**src/rtl/mem_stage_ctrl.sv**
```systemverilog
// Type definitions shared by the pipeline latches around the memory stage.
// EX|MEM carries the decoded controls plus operands; MEM|WB carries the
// writeback payload selected here.
package aww_types_pkg;

    typedef struct packed {
        logic [31:0] pc_plus;
        logic [31:0] aluout;
        logic [31:0] rdat2;
        logic [15:0] imm;
        logic [4:0]  wsel;
        logic        RegWr;
        logic        DataRead;
        logic        DataWrite;
        logic        Jal;
        logic        ImmToReg;
        logic        LoadLinked;
        logic        StoreConditional;
        logic        Halt;
    } exmem_t;

    typedef struct packed {
        logic [31:0] wdat;
        logic [31:0] dmemload;
        logic [31:0] pc_plus;
        logic [4:0]  wsel;
        logic        RegWr;
        logic        DataRead;
        logic        Halt;
    } memwb_t;

endpackage

// Memory stage controller: issues dcache requests, tracks LL/SC link, builds MEM|WB.
// Latency: non-memory ops 1 cycle; memory ops 1 + cycles until dhit.
// Backpressure: mem_stall holds upstream while a memory op waits for dhit.
module mem_stage_ctrl
    import aww_types_pkg::*;
(
    input  logic        CLK,
    input  logic        nRST,
    input  exmem_t      exmem,
    input  logic        exmem_valid,
    input  logic        dhit,
    input  logic [31:0] dload,
    input  logic        snoop_inv,
    input  logic [31:0] snoop_addr,
    output logic        dREN,
    output logic        dWEN,
    output logic [31:0] daddr,
    output logic [31:0] dstore,
    output memwb_t      memwb,
    output logic        memwb_valid,
    output logic        mem_stall,
    output logic        halt
);

    typedef enum logic {IDLE, ACCESS} state_t;

    state_t      state;
    state_t      nextState;

    // Request fields frozen for the duration of an access.
    logic [31:0] reqAddr;
    logic [31:0] reqData;
    logic        reqRead;
    logic        reqWrite;

    logic [31:0] linkAddr;
    logic        linkValid;
    logic [31:0] linkAddrNext;

    logic        linkHit;
    logic        scFail;
    logic        issueReq;
    logic        accessDone;
    logic        llSet;
    logic        scDone;
    logic        snoopHit;
    logic        loadMemwb;
    memwb_t      memwbNext;

    // A failing SC never touches memory, so it is not a qualifying request.
    // Gating with nRST keeps mem_stall low while reset is held.
    assign linkHit    = linkValid && (linkAddr == exmem.aluout);
    assign scFail     = exmem.StoreConditional && !linkHit;
    assign issueReq   = nRST && exmem_valid && (exmem.DataRead || exmem.DataWrite)
                        && !halt && !scFail;
    assign accessDone = (state == ACCESS) && dhit;

    assign daddr  = (state == ACCESS) ? reqAddr : exmem.aluout;
    assign dstore = (state == ACCESS) ? reqData : exmem.rdat2;

    // State register.
    always_ff @(posedge CLK or negedge nRST) begin
        if (!nRST) begin
            state <= IDLE;
        end else begin
            state <= nextState;
        end
    end

    // Next state plus request/stall outputs.
    always_comb begin
        nextState = state;
        dREN      = 1'b0;
        dWEN      = 1'b0;
        mem_stall = 1'b0;
        case (state)
            IDLE: begin
                if (issueReq) begin
                    nextState = ACCESS;
                    mem_stall = 1'b1;
                end
            end
            ACCESS: begin
                dREN = reqRead;
                dWEN = reqWrite && !reqRead;
                if (dhit) begin
                    nextState = IDLE;
                end else begin
                    mem_stall = 1'b1;
                end
            end
            default: nextState = IDLE;
        endcase
    end

    // Capture the request on IDLE->ACCESS so a wobbling exmem cannot disturb it.
    always_ff @(posedge CLK or negedge nRST) begin
        if (!nRST) begin
            reqAddr  <= '0;
            reqData  <= '0;
            reqRead  <= 1'b0;
            reqWrite <= 1'b0;
        end else if ((state == IDLE) && issueReq) begin
            reqAddr  <= exmem.aluout;
            reqData  <= exmem.rdat2;
            reqRead  <= exmem.DataRead;
            reqWrite <= exmem.DataWrite;
        end
    end

    // Link bookkeeping: LL sets at its dhit, any SC completion or matching snoop clears.
    // The snoop compares against the address being written this edge, so a snoop
    // coinciding with an LL to the same word wins over the set.
    always_comb begin
        llSet        = accessDone && exmem.LoadLinked;
        scDone       = exmem.StoreConditional &&
                       (accessDone ||
                        ((state == IDLE) && exmem_valid && !halt && scFail));
        linkAddrNext = llSet ? reqAddr : linkAddr;
        snoopHit     = snoop_inv && (snoop_addr == linkAddrNext);
    end

    // Link register update.
    always_ff @(posedge CLK or negedge nRST) begin
        if (!nRST) begin
            linkAddr  <= '0;
            linkValid <= 1'b0;
        end else begin
            linkAddr <= linkAddrNext;
            if (snoopHit || scDone) begin
                linkValid <= 1'b0;
            end else if (llSet) begin
                linkValid <= 1'b1;
            end
        end
    end

    // MEM|WB payload and the condition under which it is loaded.
    // An SC that reached ACCESS was a success; in IDLE the only SC seen is a failure.
    always_comb begin
        memwbNext          = '0;
        memwbNext.pc_plus  = exmem.pc_plus;
        memwbNext.wsel     = exmem.wsel;
        memwbNext.RegWr    = exmem.RegWr;
        memwbNext.DataRead = exmem.DataRead;
        memwbNext.Halt     = exmem.Halt;
        memwbNext.dmemload = accessDone ? dload : 32'h0;
        if (exmem.Jal) begin
            memwbNext.wdat = exmem.pc_plus;
        end else if (exmem.StoreConditional) begin
            memwbNext.wdat = {31'b0, (state == ACCESS)};
        end else if (exmem.ImmToReg) begin
            memwbNext.wdat = {exmem.imm, 16'h0000};
        end else begin
            memwbNext.wdat = exmem.aluout;
        end
        if (state == ACCESS) begin
            loadMemwb = dhit;
        end else begin
            loadMemwb = exmem_valid && !halt && !issueReq;
        end
    end

    // MEM|WB latch and sticky halt.
    always_ff @(posedge CLK or negedge nRST) begin
        if (!nRST) begin
            memwb       <= '0;
            memwb_valid <= 1'b0;
            halt        <= 1'b0;
        end else begin
            memwb_valid <= loadMemwb;
            if (loadMemwb) begin
                memwb <= memwbNext;
                if (exmem.Halt) begin
                    halt <= 1'b1;
                end
            end
        end
    end

endmodule

```
**config.mk**
```make
export PLATFORM = sky130hd
export DESIGN_NAME = mem_stage_ctrl
export DESIGN_NICKNAME = d
export VERILOG_FILES = /design/src/rtl/mem_stage_ctrl.sv
export SDC_FILE = /design/constraint.sdc
export NUM_CORES = 1
export LEC_CHECK = 0
export BUFFER_PORTS_ARGS = -buffer_cell sky130_fd_sc_hd__buf_2
export CAP_MARGIN = 20
export CORE_MARGIN = 4
export CORE_UTILIZATION = 50
export CTS_CLUSTER_DIAMETER = 40
export DETAILED_ROUTE_END_ITERATION = 10
export MAX_ROUTING_LAYER = met4
export PLACE_DENSITY_LB_ADDON = 0.05
export SLEW_MARGIN = 20
export SYNTH_ARGS = -nofsm -noshare
export SYNTH_HDL_FRONTEND = slang
export SYNTH_SLANG_ARGS = --single-unit
```
**constraint.sdc**
```tcl
create_clock -name CLK -period 2.5 [get_ports CLK]
set_input_delay 0.5 -clock CLK [delete_from_list [all_inputs] [get_ports CLK]]
set_output_delay 0.5 -clock CLK [all_outputs]
set_load 0.02 [all_outputs]
```
==> impl_summary.log, run 1 <==
INFO  metric run_status = finished, violations left
INFO  metric violations = negative setup slack
INFO  metric synth_area_leader_cell = sky130_fd_sc_hd__dfrtp_1
INFO  metric remaining_number_of_nets_flagged_by_the_antenna_check_after_routing = 0
INFO  metric synth_async_sr_flop_share = 100%
INFO  metric chipHeight = 149 µm
INFO  metric grt_start_max_net_pins = 128
INFO  metric via_count = 7,721
INFO  metric critPathKind = reg -> out
INFO  metric num_io_pins = 367
INFO  metric post-synth-top-area-fraction = 52.0%
INFO  metric vias_per_cell = 5.16
INFO  metric transition_at_the_pin_with_the_smallest_max_transition_slack = 901 ps
INFO  metric register_bit_count_reported_by_yosys = 206
INFO  metric combinationalPowerShare = 11.7%
INFO  metric final_report_max_slew_violation_count = 0
INFO  metric synth_sequential_area_ratio = 52.0%
INFO  metric endpoint_kind = primary output
INFO  metric worstSetupStartpointType = flip-flop
INFO  metric worst-path-buf-inv = 1
INFO  metric finalSetupViolations = 1
INFO  metric share_seq_of_total_power = 36.7%
INFO  metric final_period_minus_worst_setup_slack = 2830 ps
INFO  metric required_time_at_the_endpoint_of_the_critical_path = 2000 ps
INFO  metric timing.clock.skew = 20.2 ps
INFO  metric port_buffers = 366
INFO  metric worst-endpoint-arrival = 2330 ps
INFO  metric die_area = 0.0221 mm²
INFO  metric finalWeightedCongestion = 0.866
INFO  metric cp_slowest_cell = sky130_fd_sc_hd__dfrtp_1
INFO  metric setup_slack = -331 ps
INFO  metric nFillCells = 1,476
INFO  metric cpPeakStageDelay = 410 ps
INFO  metric yosysMostFrequentCell = sky130_fd_sc_hd__dfrtp_1
INFO  metric first_iter_violations = 269
INFO  metric clock_power_share = 51.6%
INFO  metric cts-buffers-inserted = 36
INFO  metric tritoncts_num_sinks = 206
INFO  metric number_of_antenna_violations_at_the_first_check_in_global_routing = 8
INFO  metric drive_above_1_share = 59.0%
INFO  metric synth-warning-count = 0
INFO  metric start_util = 50.9%
INFO  metric row_cnt = 51
INFO  metric clockRootBuffer = sky130_fd_sc_hd__clkbuf_16
INFO  metric yosys-top-cells-count = 206 x sky130_fd_sc_hd__dfrtp_1, 200 x sky130_fd_sc_hd__mux2_2, 96 x sky130_fd_sc_hd__nand2_1, 57 x sky130_fd_sc_hd__xnor2_1, 53 x sky130_fd_sc_hd__o21ai_0
INFO  metric synth-edff-count = 0
INFO  metric drc = 0
INFO  metric relSlewSlack = 40.0%
INFO  metric rsz_0062_raised_after_global_routing = true
INFO  metric first_pass_grt_wire_length = 44.7 mm
INFO  metric dieWidth = 149 µm
INFO  metric yosysUniqueCellTypes = 38
INFO  metric path_max_fanout = 2
INFO  metric routed_wl = 29.4 mm
INFO  metric area_growth_syn_to_layout = 38.4%
INFO  metric static-leakage-power = 7.16 nW
INFO  metric fin_tns_setup = -331 ps
INFO  metric irDropWorstVdd = 0.576 mV
INFO  metric cap_viol_max_count = 0
INFO  metric final_hold_viol_count = 0
INFO  metric post_synth_inst_count = 788
INFO  metric dr.pass1.iters = 4
INFO  metric worstSkewPairLatency = 500 ps
INFO  metric synthFlopType = sky130_fd_sc_hd__dfrtp_1
INFO  metric intPower = 7.29 mW
INFO  metric clock.fmax = 0.353 GHz
INFO  metric final_nets = 1,389
INFO  metric final.hold.worst_slack = 207 ps
INFO  metric clock_tree.buffer_depth = 3
INFO  metric critPathTopFamily = simple AND/OR/NAND/NOR gates
INFO  metric min_period_over_period = 113%
INFO  metric worst_hold_path_type = in -> reg
INFO  metric syn_area_per_cell = 12.6 µm²
INFO  metric dp.final_hpwl = 21.2 mm
INFO  metric first_global_vias = 8,172
INFO  metric total_power_density_per_cell_area = 705 mW/mm²
INFO  metric synth_top_cells_by_area = sky130_fd_sc_hd__dfrtp_1 52%, sky130_fd_sc_hd__mux2_2 23%, sky130_fd_sc_hd__xnor2_1 5.0%
INFO  metric syn_nets = 982
INFO  metric total_power = 9.67 mW
INFO  metric netSwitchingPower = 2.38 mW
INFO  metric cts.clk_slew.worst_paths = 50 ps
INFO  metric ctsHtreeMaxLevel = 2
INFO  metric synth.cell_area = 0.00991 mm²
INFO  metric worst_path_cell_chain = xnor2_2 -> nand4_1 -> nor4_2 -> nand3_1 -> a211o_4 -> o21ai_2 -> buf_6
INFO  metric gr-usage-all-layers = 26.7%
INFO  metric globalRoute.totalOverflow = 0
INFO  metric core = 0.0195 mm²
INFO  metric drt-wirelength-per-cell = 19.6 µm
INFO  metric pre_cts_worst_setup_slack = -239 ps
INFO  metric switching_share = 24.6%
INFO  metric clock_tree_from_tritoncts = yes
[state kept, by name, summed over array words and instances (netlist names)]
register and cells:
reqWrite 1, memwb 104, linkAddr 32, state 1
reqAddr 32, reqData 32, reqRead 1, linkValid 1
halt 1, memwb_valid 1
[worst paths after layout]
kind	start	endpoint	cells after the start	slack (ps)
max	linkAddr[27]	mem_stall	7	-330
min	dload[8]	memwb[48]	3	210
max reg2reg	linkAddr[27]	reqAddr[12]	8	70
min reg2reg	halt	halt	2	490
max in group asynchronous	nRST	state	4	700
min in group asynchronous	nRST	memwb[79]	3	580
[metal layers]
layer | vias to the layer above | wire length [µm] | global-route usage (%)
li1 | 3624 | - | -
met1 | 3748 | 12400 | 34.2
met2 | 302 | 14100 | 42.8
met3 | 47 | 2220 | 6.29
met4 | 0 | 654 | 7.60
met5 | - | 0 | -
[cell type report]
class                      instances  area, µm²  area share (%)
sequential                       206       5160            37.6
multi-input combinational        527       4580            33.4
timing repair buffer             416       2340            17.1
clock buffer                      51       1090            7.93
tap                              265        332            2.42
clock inverter                    15        170            1.24
inverter                           8       30.0           0.219
antenna                            9       22.5           0.164
[per-stage QoR]
| stage | instance area, µm² | std cells | utilization, % |
|---|---|---|---|
| after floorplan | 9920 | 788 | - |
| after global placement | 12300 | 1419 | 63.4 |
| after detailed placement | 12300 | 1419 | 63.4 |
| after CTS | 13700 | 1487 | 70.2 |
| after global routing | 13700 | 1496 | 70.5 |
| final | 13700 | 1497 | 70.5 |
[layout by cell type (no fill, tap or decap), types with 4 or more instances in the layout]
master,synthesis,final
sky130_fd_sc_hd__a21oi_1,6,5
sky130_fd_sc_hd__a22o_1,15,15
sky130_fd_sc_hd__buf_12,0,6
sky130_fd_sc_hd__buf_2,13,364
sky130_fd_sc_hd__buf_4,1,40
sky130_fd_sc_hd__clkbuf_16,0,38
sky130_fd_sc_hd__clkbuf_8,0,12
sky130_fd_sc_hd__clkinv_2,0,6
sky130_fd_sc_hd__dfrtp_1,206,205
sky130_fd_sc_hd__diode_2,0,9
sky130_fd_sc_hd__inv_1,8,8
sky130_fd_sc_hd__mux2_2,200,200
sky130_fd_sc_hd__mux2_4,29,29
sky130_fd_sc_hd__mux2i_1,16,16
sky130_fd_sc_hd__nand2_1,96,96
sky130_fd_sc_hd__nand4_1,13,13
sky130_fd_sc_hd__nor2_1,6,6
sky130_fd_sc_hd__o21ai_0,53,52
sky130_fd_sc_hd__xnor2_1,57,51
sky130_fd_sc_hd__xnor2_2,0,6
sky130_fd_sc_hd__xor2_1,4,4
[power groups by stage]
stage               Sequential [mW]  Combinational, mW  Clock [mW]
floorplan                      3.78              0.351           0
global placement               3.59               1.13           0
detailed placement             3.60               1.13           0
CTS                            3.55               1.14        5.08
global route                   3.56               1.22        5.27
finish                         3.55               1.13        4.99
[cells by family (layout without fill, tap and decap cells)]
family          Yosys count  after routing  share of synthesized area [%]
buf+inv                  55            490                           2.51
mux                     245            245                           28.7
compound gates           85             85                           5.21
other cells               0              9                              0
flops                   206            206                           52.0
xor+xnor                 61             61                           5.39
simple gates            136            136                           6.15
[worst register-to-register path, stage by stage (launching register included)]
cell                        delay (ps)
sky130_fd_sc_hd__dfrtp_1           410
sky130_fd_sc_hd__xnor2_2           180
sky130_fd_sc_hd__nand4_1           170
sky130_fd_sc_hd__nor4_2            350
sky130_fd_sc_hd__nand3_1           160
sky130_fd_sc_hd__a211o_4           360
sky130_fd_sc_hd__buf_4             170
sky130_fd_sc_hd__clkbuf_16         220
sky130_fd_sc_hd__mux2_4            330
[timing repair]
item	4_1_cts	5_1_grt
cloned	0	1
resized for setup	7	3
hold buffers	1	0
hold endpoints to repair	9	0
endpoints found under the setup margin	1	28
pin swaps	7	3
buffers inserted	1	0
Note: power is estimated with default switching activity, not from simulation.
==> inputs of run 2 (changes only) <==
CORE_ASPECT_RATIO = 0.9   (was default)
SKIP_CTS_REPAIR_TIMING = 1   (was default)
==> impl_summary.log, run 2 (synthesized netlist as in run 1, its figures left out) <==
INFO  metric run_status = finished, violations left (unchanged)
INFO  metric violations = negative setup slack (unchanged)
INFO  metric row_cnt = 48 (was 51)
INFO  metric crit-reg2reg-capture = reqData[22] (was reqAddr[12])
INFO  metric worst-r2r-setup-slack = 50 ps (was 70 ps)
INFO  metric clock.fmax = 0.359 GHz (was 0.353 GHz)
INFO  metric drc = 0 (unchanged)
INFO  metric worst-endpoint-arrival = 2290 ps (was 2330 ps)
INFO  metric relSlewSlack = 52.6% (was 40.0%)
INFO  metric number_of_antenna_violations_at_the_first_check_in_global_routing = 8 (unchanged)
INFO  metric static-leakage-power = 7.10 nW (was 7.16 nW)
INFO  metric grt_start_max_net_pins = 113 (was 128)
INFO  metric stdcell_count = 1,471 (was 1,497)
INFO  metric path_max_fanout = 2 (unchanged)
INFO  metric clock_tree_from_tritoncts = yes (unchanged)
INFO  metric drive_above_1_share = 59.2% (was 59.0%)
INFO  metric endpoint_kind = primary output (unchanged)
INFO  metric global_route.usage.met3 = 6.95% (was 6.29%)
INFO  metric dp.final_hpwl = 21.5 mm (was 21.2 mm)
INFO  metric port_buffers = 366 (unchanged)
INFO  metric gr-usage-all-layers = 26.8% (was 26.7%)
INFO  metric worst_hold_path_type = in -> async (was in -> reg)
INFO  metric irDropWorstVdd = 0.590 mV (was 0.576 mV)
INFO  metric core = 0.0193 mm² (was 0.0195 mm²)
INFO  metric dieWidth = 156 µm (was 149 µm)
INFO  metric vias_per_cell = 5.25 (was 5.16)
INFO  metric final_design_area_no_fill = 0.0136 mm² (was 0.0137 mm²)
INFO  metric final_report_max_slew_violation_count = 0 (unchanged)
INFO  metric start_util = 51.3% (was 50.9%)
INFO  metric timing.clock.skew = 18.2 ps (was 20.2 ps)
INFO  metric first_iter_violations = 277 (was 269)
INFO  metric final.hold.worst_slack = 114 ps (was 207 ps)
INFO  metric use_met2 = 42.2% (was 42.8%)
INFO  metric final_period_minus_worst_setup_slack = 2790 ps (was 2830 ps)
INFO  metric routed_wl = 29.6 mm (was 29.4 mm)
INFO  metric ctsHtreeMaxLevel = 2 (unchanged)
INFO  metric nFillCells = 1,492 (was 1,476)
INFO  metric area_growth_syn_to_layout = 37.4% (was 38.4%)
INFO  metric met1_usage = 35.3% (was 34.2%)
INFO  metric worstSetupStartpointType = flip-flop (unchanged)
INFO  metric drt-wirelength-per-cell = 20.1 µm (was 19.6 µm)
INFO  metric num_io_pins = 367 (unchanged)
INFO  metric setup_slack = -286 ps (was -331 ps)
INFO  metric top_library_cells_by_usage_in_the_layout_fill_and_taps_aside = 364 x sky130_fd_sc_hd__buf_2, 205 x sky130_fd_sc_hd__dfrtp_1, 200 x sky130_fd_sc_hd__mux2_2 (unchanged)
INFO  metric rsz_0062_raised_after_global_routing = true (unchanged)
INFO  metric clockRootBuffer = sky130_fd_sc_hd__clkbuf_16 (unchanged)
INFO  metric dr.pass1.iters = 4 (unchanged)
INFO  metric min_period_over_period = 111% (was 113%)
INFO  metric regToRegStartpoint = linkAddr[23] (was linkAddr[27])
INFO  metric transition_at_the_pin_with_the_smallest_max_transition_slack = 712 ps (was 901 ps)
INFO  metric chipHeight = 142 µm (was 149 µm)
INFO  metric cts.clk_slew.worst_paths = 50 ps (about the same)
INFO  metric most_common_cell_after_layout_fill_and_taps_aside = sky130_fd_sc_hd__buf_2 (unchanged)
INFO  metric worstSkewPairLatency = 490 ps (was 500 ps)
INFO  metric pre_cts_worst_setup_slack = -181 ps (was -239 ps)
INFO  metric finalSetupViolations = 1 (unchanged)
INFO  metric final_hold_viol_count = 0 (unchanged)
INFO  metric cap_viol_max_count = 0 (unchanged)
INFO  metric globalRoute.totalOverflow = 0 (unchanged)
INFO  metric tritoncts_num_sinks = 206 (unchanged)
INFO  metric gr_busiest_metal = met2 (unchanged)
INFO  metric required_time_at_the_endpoint_of_the_critical_path = 2000 ps (about the same)
INFO  metric first_pass_grt_wire_length = 45.4 mm (was 44.7 mm)
INFO  metric remaining_number_of_nets_flagged_by_the_antenna_check_after_routing = 0 (unchanged)
INFO  metric largest_register_ff_count = 104 (unchanged)
INFO  metric worstRegToRegCells = 8 (unchanged)
INFO  metric fin_tns_setup = -286 ps (was -331 ps)
INFO  metric total_power_density_per_cell_area = 704 mW/mm² (was 705 mW/mm²)
INFO  metric final_nets = 1,381 (was 1,389)
INFO  metric die_area = 0.0221 mm² (about the same)
INFO  metric dpl-instance-area = 0.0123 mm² (about the same)
INFO  metric first_global_vias = 8,028 (was 8,172)
INFO  metric place_inst = 1,399 (was 1,419)
INFO  metric via_count = 7,730 (was 7,721)
INFO  metric largest-register = memwb (unchanged)
INFO  metric finalWeightedCongestion = 0.870 (was 0.866)
INFO  metric critPathKind = reg -> out (unchanged)
INFO  metric clock_tree.buffer_depth = 3 (unchanged)
INFO  metric cts-buffers-inserted = 34 (was 36)
## run 2: cell count changes in the layout (fill, tap and decap cells not counted), sizes merged
| cell | change |
|---|---|
| inv | -1 |
| dlygate4sd3 | -1 |
| clkinvlp | +2 |
| clkbuf | -10 |
| buf | -3 |
| bufinv | +1 |
| clkinv | +1 |
## run 2: cell type report
cell class	count	area, µm²	share of cell area [%]
diodes	9	22.5	0.165
clock buffers	43	998	7.33
clock inverters	18	215	1.58
inverters	8	30.0	0.221
multi-input cells	527	4610	33.9
flip-flops and latches	206	5160	37.9
well taps	250	313	2.30
repair buffers	410	2270	16.6
## run 2: layer usage
| metal | vias up | routed length [µm] |
|---|---|---|
| met1 | 3791 | 12500 |
| met5 | - | 0 |
| met2 | 289 | 14000 |
| met3 | 43 | 2500 |
| li1 | 3607 | - |
| met4 | 0 | 605 |
## run 2: power by group
part	switching, mW	internal (mW)	total, mW	leakage (nW)
Sequential	0.0658	3.48	3.55	2.79
Combinational	0.660	0.467	1.13	3.73
Clock	1.66	3.25	4.91	0.591
Total	2.39	7.20	9.58	7.10
## run 2: critical path, cell delays in order (launching register included)
cell and delay, ps:
sky130_fd_sc_hd__dfrtp_1 380, sky130_fd_sc_hd__xnor2_1 220, sky130_fd_sc_hd__nand2_1 100, sky130_fd_sc_hd__nor4_2 340, sky130_fd_sc_hd__nand3_1 170, sky130_fd_sc_hd__a211o_4 350, sky130_fd_sc_hd__o21ai_2 70, sky130_fd_sc_hd__buf_6 150
## run 2: worst max path at each step
stage | startpoint | end | slack (ps) | cells past startpoint
4_1_cts | linkAddr[29] | mem_stall | -510 | 7
6_report | linkAddr[23] | mem_stall | -290 | 7
5_1_grt | linkAddr[23] | mem_stall | -380 | 7
3_3_place_gp | exmem[90] | mem_stall | -210 | 8
2_1_floorplan | exmem[61] | mem_stall | 70 | 8
3_5_place_dp | exmem[90] | mem_stall | -180 | 8
## run 2: per-stage QoR
step,util [%],power [mW]
floorplan,-,4.13
global placement,63.5,4.71
global route,70.4,9.94
CTS,69.8,9.67
finish,70.4,9.58
detailed placement,63.5,4.73
==> inputs of run 3 (changes only) <==
CORE_UTILIZATION = 51   (was 50)
CTS_BUF_LIST = sky130_fd_sc_hd__clkbuf_2 sky130_fd_sc_hd__clkbuf_4 sky130_fd_sc_hd__clkbuf_8   (was default)
==> impl_summary.log, run 3 (synthesized netlist as in run 1, its figures left out) <==
INFO  metric ctsHtreeMaxLevel = 2 (unchanged)
INFO  metric dieWidth = 155 µm (was 156 µm)
INFO  metric drive_above_1_share = 59.4% (was 59.2%)
INFO  metric globalRoute.totalOverflow = 0 (unchanged)
INFO  metric nFillCells = 1,546 (was 1,492)
INFO  metric grt_start_max_net_pins = 73 (was 113)
INFO  metric dp.final_hpwl = 21.6 mm (was 21.5 mm)
INFO  metric worst_path_cell_chain = xnor2_2 -> nand4_1 -> nor4_2 -> nand3_1 -> a211o_4 -> o21ai_4 -> buf_6 (was xnor2_1 -> nand2_1 -> nor4_2 -> nand3_1 -> a211o_4 -> o21ai_2 -> buf_6)
INFO  metric path_max_fanout = 4 (was 2)
INFO  metric most_common_cell_after_layout_fill_and_taps_aside = sky130_fd_sc_hd__buf_2 (unchanged)
INFO  metric required_time_at_the_endpoint_of_the_critical_path = 2000 ps (about the same)
INFO  metric worst-path-buf-inv = 1 (unchanged)
INFO  metric clock_tree_from_tritoncts = yes (unchanged)
INFO  metric worstSkewPairLatency = 510 ps (was 490 ps)
INFO  metric dpl-instance-area = 0.0123 mm² (about the same)
INFO  metric timing.clock.skew = 18.2 ps (about the same)
INFO  metric rsz_0062_raised_after_global_routing = true (unchanged)
INFO  metric first_pass_grt_wire_length = 44.4 mm (was 45.4 mm)
INFO  metric fin_tns_setup = -290 ps (was -286 ps)
INFO  metric core = 0.0192 mm² (was 0.0193 mm²)
INFO  metric area_growth_syn_to_layout = 33.0% (was 37.4%)
INFO  metric start_util = 51.7% (was 51.3%)
INFO  metric top_library_cells_by_usage_in_the_layout_fill_and_taps_aside = 364 x sky130_fd_sc_hd__buf_2, 205 x sky130_fd_sc_hd__dfrtp_1, 200 x sky130_fd_sc_hd__mux2_2 (unchanged)
INFO  metric total_power_density_per_cell_area = 600 mW/mm² (was 704 mW/mm²)
INFO  metric drc = 0 (unchanged)
INFO  metric first_iter_violations = 365 (was 277)
INFO  metric irDropWorstVdd = 0.496 mV (was 0.590 mV)
INFO  metric setup_slack = -290 ps (was -286 ps)
INFO  metric critPathTopFamily = simple AND/OR/NAND/NOR gates (unchanged)
INFO  metric cts.clk_slew.worst_paths = 60 ps (was 50 ps)
INFO  metric drt-wirelength-per-cell = 19.6 µm (was 20.1 µm)
INFO  metric min_period_over_period = 112% (was 111%)
INFO  metric tritoncts_num_sinks = 206 (unchanged)
INFO  metric cp_slowest_cell = sky130_fd_sc_hd__dfrtp_1 (unchanged)
INFO  metric cts-buffers-inserted = 38 (was 34)
INFO  metric pre_cts_worst_setup_slack = -208 ps (was -181 ps)
INFO  metric worst_hold_path_type = in -> async (unchanged)
INFO  metric violations = negative setup slack (unchanged)
INFO  metric final_hold_viol_count = 0 (unchanged)
INFO  metric cpPeakStageDelay = 400 ps (was 380 ps)
INFO  metric critPathKind = reg -> out (unchanged)
INFO  metric largest-register = memwb (unchanged)
INFO  metric vias_per_cell = 5.24 (was 5.25)
INFO  metric finalSetupViolations = 1 (unchanged)
INFO  metric chipHeight = 140 µm (was 142 µm)
INFO  metric transition_at_the_pin_with_the_smallest_max_transition_slack = 844 ps (was 712 ps)
INFO  metric finish.utilization = 68.8% (was 70.4%)
INFO  metric port_buffers = 366 (unchanged)
INFO  metric worst-r2r-setup-slack = 120 ps (was 50 ps)
INFO  metric clock.fmax = 0.358 GHz (was 0.359 GHz)
INFO  metric final_report_max_slew_violation_count = 0 (unchanged)
INFO  metric final_design_area_no_fill = 0.0132 mm² (was 0.0136 mm²)
INFO  metric total_power = 7.91 mW (was 9.58 mW)
INFO  metric dr.pass1.iters = 4 (unchanged)
INFO  metric endpoint_kind = primary output (unchanged)
INFO  metric gr-usage-all-layers = 26.7% (was 26.8%)
INFO  metric first_global_vias = 8,121 (was 8,028)
INFO  metric remaining_number_of_nets_flagged_by_the_antenna_check_after_routing = 0 (unchanged)
INFO  metric die_area = 0.0217 mm² (was 0.0221 mm²)
INFO  metric final_nets = 1,390 (was 1,381)
INFO  metric clockRootBuffer = sky130_fd_sc_hd__clkbuf_8 (was sky130_fd_sc_hd__clkbuf_16)
INFO  metric routed_wl = 29.0 mm (was 29.6 mm)
INFO  metric relSlewSlack = 43.7% (was 52.6%)
INFO  metric run_status = finished, violations left (unchanged)
INFO  metric row_cnt = 48 (unchanged)
INFO  metric largest_register_ff_count = 104 (unchanged)
INFO  metric worstSetupStartpointType = flip-flop (unchanged)
INFO  metric num_io_pins = 367 (unchanged)
INFO  metric finalWeightedCongestion = 0.820 (was 0.870)
INFO  metric number_of_antenna_violations_at_the_first_check_in_global_routing = 6 (was 8)
INFO  metric static-leakage-power = 6.93 nW (was 7.10 nW)
INFO  metric cap_viol_max_count = 0 (unchanged)
INFO  metric worst-endpoint-arrival = 2290 ps (about the same)
INFO  metric clock_tree.buffer_depth = 3 (unchanged)
INFO  metric via_count = 7,730 (unchanged)
INFO  metric final_period_minus_worst_setup_slack = 2790 ps (about the same)
## run 3: routing by layer
metal	wire length (µm)	share of wire, %	GRT usage, %	up-vias
li1	-	-	-	3614
met1	12300	42	34.7	3750
met2	13700	47	41.6	317
met3	2330	8.0	6.58	49
met4	687	2.4	8.27	0
met5	0	0	-	-
## run 3: power by group
| group | internal, mW | total, mW | switching (mW) | leakage, nW |
|---|---|---|---|---|
| clock | 1.86 | 3.23 | 1.38 | 0.399 |
| sequential | 3.48 | 3.55 | 0.0677 | 2.79 |
| combinational | 0.466 | 1.13 | 0.661 | 3.74 |
| total | 5.80 | 7.91 | 2.11 | 6.93 |
## run 3: cell type report
class | instances | area, µm² | share of cell area, %
Clock inverter | 7 | 62.6 | 0.474
Tap cell | 250 | 313 | 2.37
Inverter | 8 | 30.0 | 0.228
Sequential cell | 206 | 5160 | 39.1
Clock buffer | 54 | 687 | 5.21
Antenna cell | 8 | 20.0 | 0.152
Timing Repair Buffer | 415 | 2300 | 17.5
Multi-Input combinational cell | 527 | 4610 | 35.0
## run 3: per-stage QoR
step / cells / hold WS, ps
3_3_place_gp: 1402 / 482
3_5_place_dp: 1402 / 485
5_1_grt: 1473 / 95.0
4_1_cts: 1463 / 65.6
2_1_floorplan: 788 / 204
6_report: 1475 / 73.7
## run 3: path summary, 6_finish.rpt
path,end,depth (start not counted),startpoint
max in group asynchronous,reqData[5],3,nRST
min in group CLK,memwb[61],3,dload[21]
min reg2reg,halt,2,halt
max reg2reg,reqAddr[11],8,linkAddr[27]
max,mem_stall,7,linkAddr[27]
min,memwb[86],2,nRST
